[config.mk]
export PLATFORM = sky130hd
export DESIGN_NAME = nmea_sentence_ctrl
export DESIGN_NICKNAME = d
export VERILOG_FILES = /design/src/rtl/nmea_pkg.sv /design/src/rtl/nmea_timeout.sv /design/src/rtl/nmea_sentence_ctrl.sv
export SDC_FILE = /design/constraint.sdc
export NUM_CORES = 1
export LEC_CHECK = 0
export BUFFER_PORTS_ARGS = -buffer_cell sky130_fd_sc_hd__buf_4
export CAP_MARGIN = 0
export CORE_AREA = 2 2 246 248
export CTS_CLUSTER_SIZE = 10
export DETAILED_ROUTE_END_ITERATION = 7
export DIE_AREA = 0 0 248 250
export PLACE_DENSITY = 0.76
export SETUP_SLACK_MARGIN = 0.3
export SYNTH_ARGS = -nofsm -noshare
export SYNTH_HDL_FRONTEND = slang
export SYNTH_SLANG_ARGS = --single-unit
[constraint.sdc]
create_clock -name sclk -period 3.8 [get_ports sclk]
set_clock_uncertainty 0.15 [all_clocks]
set_input_delay 0.76 -clock sclk [delete_from_list [all_inputs] [get_ports sclk]]
set_output_delay 0.76 -clock sclk [all_outputs]
set_load 0.01 [all_outputs]
[src/rtl/nmea_pkg.sv]
// Shared definitions for the NMEA sentence front-end.
//   state_t    : capture sequencer states
//   DOLLAR/STAR: framing characters
//   hex2nib    : ASCII hex digit decode, returns {ok, nibble}
//   SENTENCE_W : width of the packed sentence word handed to the parser
package nmea_pkg;

    localparam int SENTENCE_W = 560;

    localparam logic [7:0] DOLLAR = 8'h24;
    localparam logic [7:0] STAR   = 8'h2A;

    typedef enum logic [2:0] {
        IDLE,
        HDR,
        BODY,
        CK_HI,
        CK_LO,
        CMP,
        HOLD
    } state_t;

    // Only uppercase hex is legal in an NMEA checksum; lowercase is rejected.
    function automatic logic [4:0] hex2nib(input logic [7:0] c);
        logic [7:0] d;
        logic [4:0] res;
        res = 5'h00;
        if (c >= 8'h30 && c <= 8'h39) begin
            d   = c - 8'h30;
            res = {1'b1, d[3:0]};
        end else if (c >= 8'h41 && c <= 8'h46) begin
            d   = c - 8'h37;
            res = {1'b1, d[3:0]};
        end
        return res;
    endfunction

endpackage

[src/rtl/nmea_timeout.sv]
// Inter-byte gap timer.
//   sclk, rstn : clock, asynchronous active-low reset
//   run        : timer counts only while high; held loaded otherwise
//   reload     : byte arrived, restart the gap measurement
//   expire     : gap has reached CYCLES clock cycles (suppressed on reload)
module nmea_timeout #(
    parameter int CYCLES = 200_000
) (
    input  logic sclk,
    input  logic rstn,
    input  logic run,
    input  logic reload,
    output logic expire
);

    localparam int W = (CYCLES < 2) ? 1 : $clog2(CYCLES + 1);
    // Loading CYCLES-1 makes expire visible in the cycle after CYCLES-1
    // decrements, so the error registers exactly CYCLES cycles after the byte.
    localparam logic [W-1:0] LOAD = W'(CYCLES - 1);

    logic [W-1:0] count_reg;

    always_ff @(posedge sclk or negedge rstn) begin
        if (!rstn) begin
            count_reg <= LOAD;
        end else if (!run || reload) begin
            count_reg <= LOAD;
        end else if (count_reg != '0) begin
            count_reg <= count_reg - 1'b1;
        end
    end

    // A byte in the expiry cycle wins: reload masks the expiry.
    assign expire = run && !reload && (count_reg == '0);

endmodule

[src/rtl/nmea_sentence_ctrl.sv]
// NMEA GGA sentence framer: captures '$'..checksum, checks header and XOR
// checksum, presents the packed sentence with valid/ready, keeps counters.
//   sclk, rstn        : clock, asynchronous active-low reset
//   rx_data, rx_valid : byte stream from the UART receiver
//   sentence_data/len : packed sentence (byte 0 in MSBs) and its byte count
//   sentence_valid/ready : handshake towards the parser
//   good_cnt/err_cnt/drop_cnt : saturating telemetry counters
//   busy              : sequencer not idle
module nmea_sentence_ctrl
    import nmea_pkg::*;
#(
    parameter int          SYSCLK_FREQ = 100_000_000,
    parameter int          TIMEOUT_US  = 2000,
    parameter int          MAX_BYTES   = 70,
    parameter logic [39:0] HEADER      = "GPGGA"
) (
    input  logic                  sclk,
    input  logic                  rstn,
    input  logic [7:0]            rx_data,
    input  logic                  rx_valid,
    output logic [SENTENCE_W-1:0] sentence_data,
    output logic [6:0]            sentence_len,
    output logic                  sentence_valid,
    input  logic                  sentence_ready,
    output logic [15:0]           good_cnt,
    output logic [15:0]           err_cnt,
    output logic [15:0]           drop_cnt,
    output logic                  busy
);

    localparam int         TIMEOUT_CYCLES = SYSCLK_FREQ / 1_000_000 * TIMEOUT_US;
    localparam logic [6:0] MAX_LEN        = 7'(MAX_BYTES);

    state_t     state_reg, state_next;
    logic [6:0] len_reg, len_next;
    logic [7:0] csum_reg, csum_next;
    logic [7:0] ck_reg, ck_next;
    logic       valid_reg, valid_next;
    logic [15:0] good_reg, err_reg, drop_reg;
    logic       good_inc, err_inc, drop_inc;
    logic       buf_clr, buf_wr;
    logic       capturing, to_expire;
    logic [7:0] hdr_char;
    logic [4:0] hex_res;

    assign capturing = (state_reg == HDR) || (state_reg == BODY) ||
                       (state_reg == CK_HI) || (state_reg == CK_LO);
    assign hex_res   = hex2nib(rx_data);

    // Expected header character for the byte about to be stored at len_reg.
    always_comb begin
        hdr_char = HEADER[7:0];
        case (len_reg)
            7'd1:    hdr_char = HEADER[39:32];
            7'd2:    hdr_char = HEADER[31:24];
            7'd3:    hdr_char = HEADER[23:16];
            7'd4:    hdr_char = HEADER[15:8];
            default: hdr_char = HEADER[7:0];
        endcase
    end

    nmea_timeout #(
        .CYCLES (TIMEOUT_CYCLES)
    ) u_timeout (
        .sclk   (sclk),
        .rstn   (rstn),
        .run    (capturing),
        .reload (rx_valid),
        .expire (to_expire)
    );

    always_comb begin
        state_next = state_reg;
        len_next   = len_reg;
        csum_next  = csum_reg;
        ck_next    = ck_reg;
        valid_next = valid_reg;
        good_inc   = 1'b0;
        err_inc    = 1'b0;
        drop_inc   = 1'b0;
        buf_clr    = 1'b0;
        buf_wr     = 1'b0;

        if (state_reg == IDLE) begin
            if (rx_valid && rx_data == DOLLAR) begin
                buf_clr    = 1'b1;
                len_next   = 7'd1;
                csum_next  = 8'h00;
                state_next = HDR;
            end
        end else if (capturing) begin
            if (rx_valid) begin
                if (rx_data == DOLLAR) begin
                    // Resync: abandon the partial sentence, restart on this '$'.
                    err_inc    = 1'b1;
                    buf_clr    = 1'b1;
                    len_next   = 7'd1;
                    csum_next  = 8'h00;
                    state_next = HDR;
                end else if (len_reg >= MAX_LEN) begin
                    err_inc    = 1'b1;
                    state_next = IDLE;
                end else if (state_reg == HDR) begin
                    if (rx_data == hdr_char) begin
                        buf_wr    = 1'b1;
                        csum_next = csum_reg ^ rx_data;
                        len_next  = len_reg + 7'd1;
                        if (len_reg == 7'd5) begin
                            state_next = BODY;
                        end
                    end else begin
                        err_inc    = 1'b1;
                        state_next = IDLE;
                    end
                end else if (state_reg == BODY) begin
                    buf_wr   = 1'b1;
                    len_next = len_reg + 7'd1;
                    if (rx_data == STAR) begin
                        state_next = CK_HI;
                    end else begin
                        csum_next = csum_reg ^ rx_data;
                    end
                end else if (hex_res[4]) begin
                    buf_wr   = 1'b1;
                    len_next = len_reg + 7'd1;
                    if (state_reg == CK_HI) begin
                        ck_next    = {hex_res[3:0], ck_reg[3:0]};
                        state_next = CK_LO;
                    end else begin
                        ck_next    = {ck_reg[7:4], hex_res[3:0]};
                        state_next = CMP;
                    end
                end else begin
                    err_inc    = 1'b1;
                    state_next = IDLE;
                end
            end else if (to_expire) begin
                err_inc    = 1'b1;
                state_next = IDLE;
            end
        end else if (state_reg == CMP) begin
            // A byte landing in this single compare cycle is ignored.
            if (ck_reg == csum_reg) begin
                valid_next = 1'b1;
                state_next = HOLD;
            end else begin
                err_inc    = 1'b1;
                state_next = IDLE;
            end
        end else begin
            // HOLD: buffer is frozen until the parser takes it.
            if (rx_valid) begin
                drop_inc = 1'b1;
            end
            if (sentence_ready) begin
                good_inc   = 1'b1;
                valid_next = 1'b0;
                state_next = IDLE;
            end
        end
    end

    always_ff @(posedge sclk or negedge rstn) begin
        if (!rstn) begin
            state_reg <= IDLE;
            len_reg   <= 7'd0;
            csum_reg  <= 8'h00;
            ck_reg    <= 8'h00;
            valid_reg <= 1'b0;
            good_reg  <= 16'h0000;
            err_reg   <= 16'h0000;
            drop_reg  <= 16'h0000;
        end else begin
            state_reg <= state_next;
            len_reg   <= len_next;
            csum_reg  <= csum_next;
            ck_reg    <= ck_next;
            valid_reg <= valid_next;
            if (good_inc && good_reg != 16'hFFFF) good_reg <= good_reg + 16'd1;
            if (err_inc  && err_reg  != 16'hFFFF) err_reg  <= err_reg  + 16'd1;
            if (drop_inc && drop_reg != 16'hFFFF) drop_reg <= drop_reg + 16'd1;
        end
    end

    // Sentence buffer: one register per byte so the whole sentence is
    // presented in parallel. Clearing on '$' leaves unused bytes at 0x00.
    generate
        for (genvar gi = 0; gi < MAX_BYTES; gi++) begin : g_buf
            logic [7:0] byte_reg;
            always_ff @(posedge sclk or negedge rstn) begin
                if (!rstn) begin
                    byte_reg <= 8'h00;
                end else if (buf_clr) begin
                    byte_reg <= (gi == 0) ? DOLLAR : 8'h00;
                end else if (buf_wr && len_reg == 7'(gi)) begin
                    byte_reg <= rx_data;
                end
            end
            assign sentence_data[SENTENCE_W-1-8*gi -: 8] = byte_reg;
        end
    endgenerate

    assign sentence_len   = len_reg;
    assign sentence_valid = valid_reg;
    assign good_cnt       = good_reg;
    assign err_cnt        = err_reg;
    assign drop_cnt       = drop_reg;
    assign busy           = (state_reg != IDLE);

endmodule

== Yosys cells after proc, flatten, opt, wreduce, memory -nomap -nowiden ==
Cells that the tools add are included.
Word-level totals
  register bits: 653
  input port bits: 12
  output and inout bits: 617
  word-level logic and storage cells: 581
Cells by class
  add/subtract/negate cells: 7
  $lt $le $gt $ge: 5
  equal/unequal tests: 89
  mux-type cells: 219
  bitwise operators: 8
  reductions and logical operators: 173
Operators with widths (number)
  $mux 8: 150
  $eq 7x6->1 const B: 32
  $reduce_bool 2->1: 74
  $eq 7x5->1 const B: 16
  $logic_and 1x1->1: 78
  $mux 7: 10
  $eq 7x4->1 const B: 8
  $add 16x1->16 const B: 3
  $mux 3: 16
  $ne 16x16->1 const B: 3
  $eq 7x7->1 const B: 6
  $mux 1: 38
  $mux 18: 2
  $eq 7x3->1 const B: 4
  $logic_not 18->1: 1
  $reduce_and 9->1: 2
  $reduce_bool 18->1: 1
  $sub 18x1->18 const B: 1
  $eq 8x6->1 const B: 2
  $ne 8x8->1 const B: 2
  $eq 7x2->1 const B: 2
  $mux 5: 2
  $pmux 5 s2: 1
  $eq 8x7->1: 1
  other kinds (31): 46

== Depth between registers and ports, before layout ==
Gate-level depths: netlist of run 1.
  word-level depth: 15
  gate-level depth with buffers: 13
  mapped depth without buffers: 9

== Cells and area by module ==
A second synthesis of run 1 with hierarchy kept.
Second synthesis, totals
  cell total of the unflattened synthesis: 2997
  area total of the unflattened synthesis: 28702.5 um2
By module, submodules not included
  nmea_sentence_ctrl: instances 1, cells an instance 2882, area each 27626.5 um2, seq. area each 15890.2 um2
  nmea_timeout: instances 1, cells an instance 115, area each 1076.0 um2, seq. area each 464.2 um2

== Worst setup path before layout of run 1 ==
OpenSTA, ideal clock, no wires.
  path kind: input-to-reg
  start: in rx_data[1]
  end: reg err_reg[6], in the netlist err_cnt[6]
  setup time: 0.126 ns
  data arrival time: 3.314 ns
  data required time: 3.524 ns
  setup slack: 0.210 ns
  stages: 12
  path buffers: 3
  cell sequence: clkbuf_1 > inv_1 > ha_1 > o21ba_2 > o211a_1 > or3_1 > nand4_4 > buf_6 > buf_6 > nand3_2 > or2_2 > xnor2_1
Between the ends
  word-level cells in the longest chain between the ends: 13
  elaborated cells on any way between the ends: 20
  classes of those cells: order compare (4); eq/ne (2); mux (11); reduce/logical (3)
RTL lines
  from (decl): line nmea_sentence_ctrl.sv:19  | input logic [7:0] rx_data,
  $ge 8x7->1 / $le 8x7->1 (equally long branches): line nmea_pkg.sv:31  | end else if (c >= 8'h41 && c <= 8'h46) begin
  $logic_and 1x1->1: line nmea_pkg.sv:31
  $mux 5: line nmea_pkg.sv:31
  $mux 5: line nmea_pkg.sv:28  | if (c >= 8'h30 && c <= 8'h39) begin
  $mux 1: line nmea_sentence_ctrl.sv:123  | end else if (hex_res[4]) begin
  $mux 1: line nmea_sentence_ctrl.sv:115  | end else if (state_reg == BODY) begin
  $mux 1: line nmea_sentence_ctrl.sv:103  | end else if (state_reg == HDR) begin
  $mux 1: line nmea_sentence_ctrl.sv:100  | end else if (len_reg >= MAX_LEN) begin
  $mux 1 *: line nmea_sentence_ctrl.sv:93  | if (rx_data == DOLLAR) begin
  $mux 1 *: line nmea_sentence_ctrl.sv:92  | if (rx_valid) begin
  $mux 1 *: line nmea_sentence_ctrl.sv:91  | end else if (capturing) begin
  $mux 1 *: line nmea_sentence_ctrl.sv:84  | if (state_reg == IDLE) begin
  $logic_and 1x1->1 *: line nmea_sentence_ctrl.sv:180  | if (err_inc && err_reg != 16'hFFFF) err_reg <= err_reg + 16'd1;
  to (signal assigned): line nmea_sentence_ctrl.sv:180
  to (decl): line nmea_sentence_ctrl.sv:39  | logic [15:0] good_reg, err_reg, drop_reg;
Mark *: on every way between the ends. The rest lies on a longest branch, timed or not.
A chain may end at the register's enable or synchronous reset.

== Worst setup path after layout of run 1 ==
  start: reg len_reg[0], in the netlist sentence_len[0]
  end: reg g_buf[54].byte_reg[5]
Between the ends
  word-level cells in the longest chain between the ends: 13
  elaborated cells on any way between the ends: 18
  classes of those cells: order compare (1); eq/ne (6); mux (8); reduce/logical (3)
RTL lines
  from (decl): line nmea_sentence_ctrl.sv:35  | logic [6:0] len_reg, len_next;
  from (signal assigned): line nmea_sentence_ctrl.sv:175  | len_reg <= len_next;
  $eq 7x1->1 (tied with other cells): line nmea_sentence_ctrl.sv:53  | case (len_reg)
  $reduce_or 3->1 (no source line)
  $pmux 5 s2: line nmea_sentence_ctrl.sv:53
  $eq 8x7->1: line nmea_sentence_ctrl.sv:104  | if (rx_data == hdr_char) begin
  $mux 1: line nmea_sentence_ctrl.sv:104
  $mux 1: line nmea_sentence_ctrl.sv:103
  $mux 1: line nmea_sentence_ctrl.sv:100
  $mux 1: line nmea_sentence_ctrl.sv:93
  $mux 1: line nmea_sentence_ctrl.sv:92
  $mux 1: line nmea_sentence_ctrl.sv:91
  $mux 1: line nmea_sentence_ctrl.sv:84
  $logic_and 1x1->1 *: line nmea_sentence_ctrl.sv:195  | end else if (buf_wr && len_reg == 7'(gi)) begin
  $reduce_bool 2->1 (no source line) *
  to (signal assigned): line nmea_sentence_ctrl.sv:194  | byte_reg <= (gi == 0) ? DOLLAR : 8'h00;
  to (signal assigned): line nmea_sentence_ctrl.sv:196  | byte_reg <= rx_data;
  to (decl): line nmea_sentence_ctrl.sv:189  | logic [7:0] byte_reg;
Marks and branches as above.

==> flow_summary.yaml, run 1 <==
drt:
  ant_nets: 0
  wl_per_cell_um: 21.94
  drc_errors: 0
  first_pass_iters: 6
  wl_mm: 92.51
  vias: 23070
  via_per_inst: 5.470
  drt-initial-drc-count: 1618
floorplanning:
  fp.dieH_um: 250
  core_um2: 59570
  io_pins: 629
  fp-row-count: 90
  dieArea_um2: 62000
  start_util_pct: 48.39
  die_x_um: 248
status:
  run_status: "finished, final reports clean"
clock_tree:
  ctsHtreeMaxLevel: 3
  cts-root-buf: "clkbuf_16"
  clk_pin_slew_ns: 0.06
  cts_buffers: 76
  cts_tree: "yes"
  ctsLongestPathBuffers: 3
  clock_sinks: 653
  clk_latency_ns: 0.61
pwr:
  p_sw_mw: 3.081
  cellPowerDensity_nw_per_um2: 368.3
  swShare_pct: 22.23
  power.share.clock_pct: 46.4
  comb_power_share_pct: 3.3
  p_leak_nw: 18.08
  internal-power_mw: 10.78
  p_seq_share_pct: 50.3
  ir_drop_mv: 0.3315
  total_power_mw: 13.86
global_routing:
  grt_start_max_net_pins: 164
  antenna_found_initial: 2
  grt-ovfl-total: 0
  grt_usage_pct: 29.41
  grt_pass1_vias: 22410
  grt_pass1_wl_mm: 139.0
critical_path:
  slowest_stage: "nor4_4"
  crit-reg2reg-launch: "sentence_len[0]"
  r2r_slack_ns: 0.44
  slowest_delay_ns: 0.53
  end_kind: "flip-flop"
  cp-start-kind: "flip-flop"
  critPathMaxFanout: 12
  worstPathBufferInverterCount: 3
  cp.required_ns: 4.14
  crit_start: "sentence_len[0]"
  timing.rr.end: "g_buf[54].byte_reg[5]"
  worst-r2r-cell-count: 11
  crit_chain: "inv_2, ha_4, or3b_1, or2_2, o211ai_1, nand4_4, buf_12, buf_4, nor4_4, mux2i_1, nor2_1"
  path_delay_family: "simple AND/OR/NAND/NOR gates"
  cp.arrival_ns: 3.71
  worstSetupEndpoint: "g_buf[54].byte_reg[5]"
  crit_cells: 11
  crit_type: "flip-flop to flip-flop"
placement:
  place_area_um2: 34320
  dp.cells: 4045
  gp_congestion: 0.8653
  dpl.hpwl_mm: 61.30
  port_buffers: 628
timing:
  drv_slew: 0
  fmax_ghz: 0.2974
  rsz0062_at_grt: "no"
  whs_ns: 0.05679
  hold_viol_final: 0
  fin_crit_ns: 3.363
  fin_crit_sh_pct: 88.50
  setup_viol: 0
  relSlewSlack_pct: 31.04
  tightest_slew_ns: 1.034
  setup_tns_ns: 0
finish:
  layout.cells.non_filler: 4217
  area_growth_pct: 30.54
  final_cell_mix: "buf_4, dfrtp_1, nand2_1"
  final_cell_area_um2: 37630
  fin_nets: 3434
  final_common_cell: "buf_4"
  num-fill-cells: 4681
  largest_register_ffs: 560
  drive_gt1_share_pct: 28.55
synthesis:
  synth_compound_area_share_pct: 6.619
  avgSynthCellArea_um2: 10.37
  synth_mux_area_share_pct: 10.04
  synth_warnings: 0
  synth-seq-cells: 653
  synth.distinct_cells: 63
  seq_area_frac_synth_pct: 56.73
  postSynthCellCount: 2781
  syn-num-nets: 2806
  synthArstFlopShare_pct: 100.0
  synth-adder-area-share_pct: 0.5643
  synth_top_family_by_area: "simple AND/OR/NAND/NOR gates"
  synthXorXnorAreaFrac_pct: 2.127
  synth_area_um2: 28830
  yosys.area_share.simple_pct: 19.60
  synth_edf_count: 0
  synth_top_flop_cell: "dfrtp_1"
hold_path:
  hold_class: "input port to async pin"
job:
  cap_violations: 0
per-layer routing:
layer	vias up	track usage [%]	routed length, um
met5	-	0	0
met4	0	12.15	3530
met3	208	6.689	7408
met2	967	46.32	43950
met1	11440	39.24	37620
li1	10450	-	-
kinds of logic after synthesis:
family	count (synthesis)
and+or+nand+nor	1155
DFF	653
AOI/OAI and AO/OA	356
muxes	288
buffers and inverters	246
xor gates and xnor gates	70
adders and majority gates	13
worst register-to-register path, cell delays in order (launching register included):
cell and delay, ns:
dfrtp_2 0.44, inv_2 0.11, ha_4 0.17, or3b_1 0.36, or2_2 0.30, o211ai_1 0.28, nand4_4 0.20, buf_12 0.20
buf_4 0.18, nor4_4 0.53, mux2i_1 0.27, nor2_1 0.06
power groups by stage:
stage               registers (mW)  logic, mW  clock network (mW)
CTS                           6.97      0.459                6.53
finish                        6.97      0.454                6.43
detailed placement            7.09      0.456                   0
global placement              7.09      0.457                   0
global route                  6.97      0.492                6.80
floorplan                     7.09      0.145                   0
how the worst min path moves through the flow:
stage                            end         from  slack, ns
5_1_grt        g_buf[54].byte_reg[7]         rstn       0.08
3_5_place_dp             err_cnt[14]  err_cnt[14]       0.33
2_1_floorplan              ck_reg[0]         rstn       0.31
4_1_cts         g_buf[2].byte_reg[4]         rstn       0.05
3_3_place_gp              err_cnt[5]   err_cnt[5]       0.33
6_report       g_buf[54].byte_reg[3]         rstn       0.06
per-stage QoR:
stage / utilization [%] / setup slack (ns)
5_1_grt: 63.17 / 0.3007
3_5_place_dp: 57.61 / 0.02005
4_1_cts: 62.12 / 0.1079
3_3_place_gp: 57.61 / 0.06605
2_1_floorplan: - / 0.3323
6_report: 63.17 / 0.4370
synthesized netlist by cell type, types with 11 or more instances:
cell,n,area share (%)
inv_1,14,0.18
buf_2,14,0.24
buf_4,55,1.4
buf_1,26,0.34
nand3_1,27,0.47
xnor2_1,50,1.5
nor4_4,32,2.4
ha_1,13,0.56
nor3_1,16,0.28
dfstp_2,11,1.0
nand4_1,20,0.43
nor3_4,22,1.2
nor3_2,15,0.52
o21ai_0,302,5.2
clkbuf_1,124,1.6
buf_6,13,0.51
mux2i_1,279,9.7
nand2_1,616,8.0
and3_1,14,0.30
nor2_1,329,4.3
dfrtp_1,642,56
xor2_1,20,0.61
final cells by class:
type                       count  area [um^2]  share of cell area [%]
sequential                   653        16360                   43.47
multi-input combinational   1882        11370                   30.23
timing repair buffer         782         6792                   18.05
clock buffer                  98         2016                   5.357
tap                          782        978.4                   2.600
clock inverter                 4        52.55                  0.1397
inverter                      14        52.55                  0.1397
antenna                        2        5.005                 0.01330
repair_timing:
action | in CTS | in global routing
pin swaps | 37 | 19
buffers inserted | 34 | 33
cloned | 0 | 1
setup endpoints to repair | 401 | 340
hold buffers | 0 | 0
gates resized for setup | 4 | 21
Note: power is estimated with default switching activity, not from simulation.
==> run 2, diff against run 1 <==
--- a/config.mk
+++ b/config.mk
@@ -5,13 +5,13 @@
 export SDC_FILE = /design/constraint.sdc
 export NUM_CORES = 1
 export LEC_CHECK = 0
-export BUFFER_PORTS_ARGS = -buffer_cell sky130_fd_sc_hd__buf_4
 export CAP_MARGIN = 0
-export CORE_AREA = 2 2 246 248
+export CORE_AREA = 2 2 248 250
 export CTS_CLUSTER_SIZE = 10
 export DETAILED_ROUTE_END_ITERATION = 7
-export DIE_AREA = 0 0 248 250
-export PLACE_DENSITY = 0.76
+export DIE_AREA = 0 0 250 252
+export DONT_BUFFER_PORTS = 1
+export PLACE_DENSITY = 0.66
 export SETUP_SLACK_MARGIN = 0.3
 export SYNTH_ARGS = -nofsm -noshare
 export SYNTH_HDL_FRONTEND = slang
==> flow_summary.yaml, run 2 (synthesis gave the netlist of run 1 again) <==
timing:
  fin_crit_ns: 3.465
  drv_slew: 184
  relSlewSlack_pct: -17.84
  rsz0062_at_grt: "yes"
  setup_viol: 0
  hold_viol_final: 400
  fmax_ghz: 0.2886
  tightest_slew_ns: 1.768
  whs_ns: -0.2896
  setup_tns_ns: 0
  fin_crit_sh_pct: 91.17
clock_tree:
  cts-root-buf: "clkbuf_16"
  clk_pin_slew_ns: 0.06
  clock_sinks: 653
  ctsHtreeMaxLevel: 3
  cts_tree: "yes"
  ctsLongestPathBuffers: 3
  clk_latency_ns: 0.60
  cts_buffers: 77
finish:
  final_cell_mix: "dfrtp_1, nand2_1, nor2_1"
  num_antenna_cells: 0
  num-fill-cells: 5202
  largest_register_ffs: 560
  final_cell_area_um2: 32240
  final_common_cell: "dfrtp_1"
  fin_nets: 2775
  final_util_pct: 53.62
  layout.cells.non_filler: 3556
  drive_gt1_share_pct: 11.61
  area_growth_pct: 11.85
placement:
  dpl.hpwl_mm: 55.39
  place_area_um2: 29240
  port_buffers: 0
  gp_congestion: 0.8630
  dp.cells: 3398
global_routing:
  grt_pass1_wl_mm: 130.0
  grt_start_max_net_pins: 654
  grt_pass1_vias: 19900
  antenna_found_initial: 2
  grt_usage_pct: 27.10
  grt-ovfl-total: 0
critical_path:
  slowest_stage: "nor3_2"
  slowest_delay_ns: 0.79
  worstPathBufferInverterCount: 2
  r2r_slack_ns: 0.34
  end_kind: "flip-flop"
  crit_type: "flip-flop to flip-flop"
  crit-reg2reg-launch: "sentence_len[1]"
  cp.arrival_ns: 3.77
  cp-start-kind: "flip-flop"
  timing.rr.end: "g_buf[22].byte_reg[1]"
  crit_chain: "inv_1, ha_1, nor3_1, or4_4, o211ai_2, nand4_4, buf_12, nor3_2, mux2i_1, nor2_1"
  cp.required_ns: 4.10
  path_delay_family: "simple AND/OR/NAND/NOR gates"
  worst-r2r-cell-count: 10
  critPathMaxFanout: 23
status:
  violations: "hold timing, slew limit"
  run_status: "finished, violations left"
drt:
  via_per_inst: 5.770
  drt-initial-drc-count: 1553
  wl_mm: 87.75
  first_pass_iters: 5
  ant_nets: 0
  vias: 20520
  drc_errors: 0
  wl_per_cell_um: 24.68
pwr:
  p_leak_nw: 14.27
  cellPowerDensity_nw_per_um2: 421.0
  ir_drop_mv: 0.3769
job:
  cap_violations: 0
floorplanning:
  fp.dieH_um: 252
  dieArea_um2: 63000
  start_util_pct: 47.94
  die_x_um: 250
  fp-row-count: 90
  io_pins: 629
  core_um2: 60130
hold_path:
  hold_class: "input port to async pin"
[run 2: cell types whose count changed in the layout (fill, tap and decap cells not counted), sizes merged]
cell,before,now
clkinv,1,5
diode,2,0
buf,781,122
clkbuf,99,96
bufinv,1,0
[run 2: repair_timing]
action | 4_1_cts | 5_1_grt
pin swaps | 11 | 31
endpoints found under the hold margin | 649 | 642
gates cloned | 0 | 1
resized for setup | 4 | 9
endpoints found under the setup margin | 67 | 268
buffers inserted | 8 | 46
[run 2: per-stage QoR]
stage / power, mW / hold WS, ns / setup WS (ns)
4_1_cts: 13.72 / -0.3202 / 0.2625
2_1_floorplan: 7.237 / 0.3144 / 0.3323
6_report: 13.58 / -0.2896 / 0.3355
3_3_place_gp: 7.190 / 0.3289 / 0.2682
5_1_grt: 13.98 / -0.3194 / 0.1292
3_5_place_dp: 7.192 / 0.3296 / 0.2314
[run 2: area by class of cell]
class	count	area, um^2	area share [%]
well taps	782	978.4	3.035
multi-input cells	1882	11290	35.03
inverters	14	52.55	0.1630
repair buffers	122	1420	4.404
clock buffers	96	2071	6.422
clock inverters	7	68.82	0.2134
flip-flops and latches	653	16360	50.73
[run 2: report_power, final]
group | total (mW) | internal [mW] | switching [mW]
Clock | 6.50 | 3.79 | 2.72
Combinational | 0.101 | 0.0370 | 0.0641
Sequential | 6.97 | 6.97 | 0.00641
[run 2: how the worst max path moves through the flow]
| stage | to | cells after the start | start | slack, ns |
|---|---|---|---|---|
| after floorplan | err_cnt[6] | 12 | rx_data[1] | 0.33 |
| after global placement | g_buf[41].byte_reg[0] | 10 | sentence_len[0] | 0.27 |
| after detailed placement | g_buf[2].byte_reg[2] | 10 | rx_data[0] | 0.23 |
| after CTS | g_buf[27].byte_reg[0] | 10 | sentence_len[0] | 0.26 |
| after global routing | g_buf[31].byte_reg[5] | 10 | sentence_len[0] | 0.13 |
| final | g_buf[22].byte_reg[1] | 10 | sentence_len[1] | 0.34 |
[run 2: worst reg2reg max path: stages, from the launching register on]
cell	delay (ns)
dfrtp_1	0.43
inv_1	0.15
ha_1	0.27
nor3_1	0.08
or4_4	0.50
o211ai_2	0.21
nand4_4	0.14
buf_12	0.21
nor3_2	0.84
mux2i_1	0.28
nor2_1	0.06
[run 2: metal layers]
metal	wire length [um]	track usage, %
met5	0	0
met4	3307	10.57
met3	7939	8.965
met2	41430	43.52
met1	35070	34.06
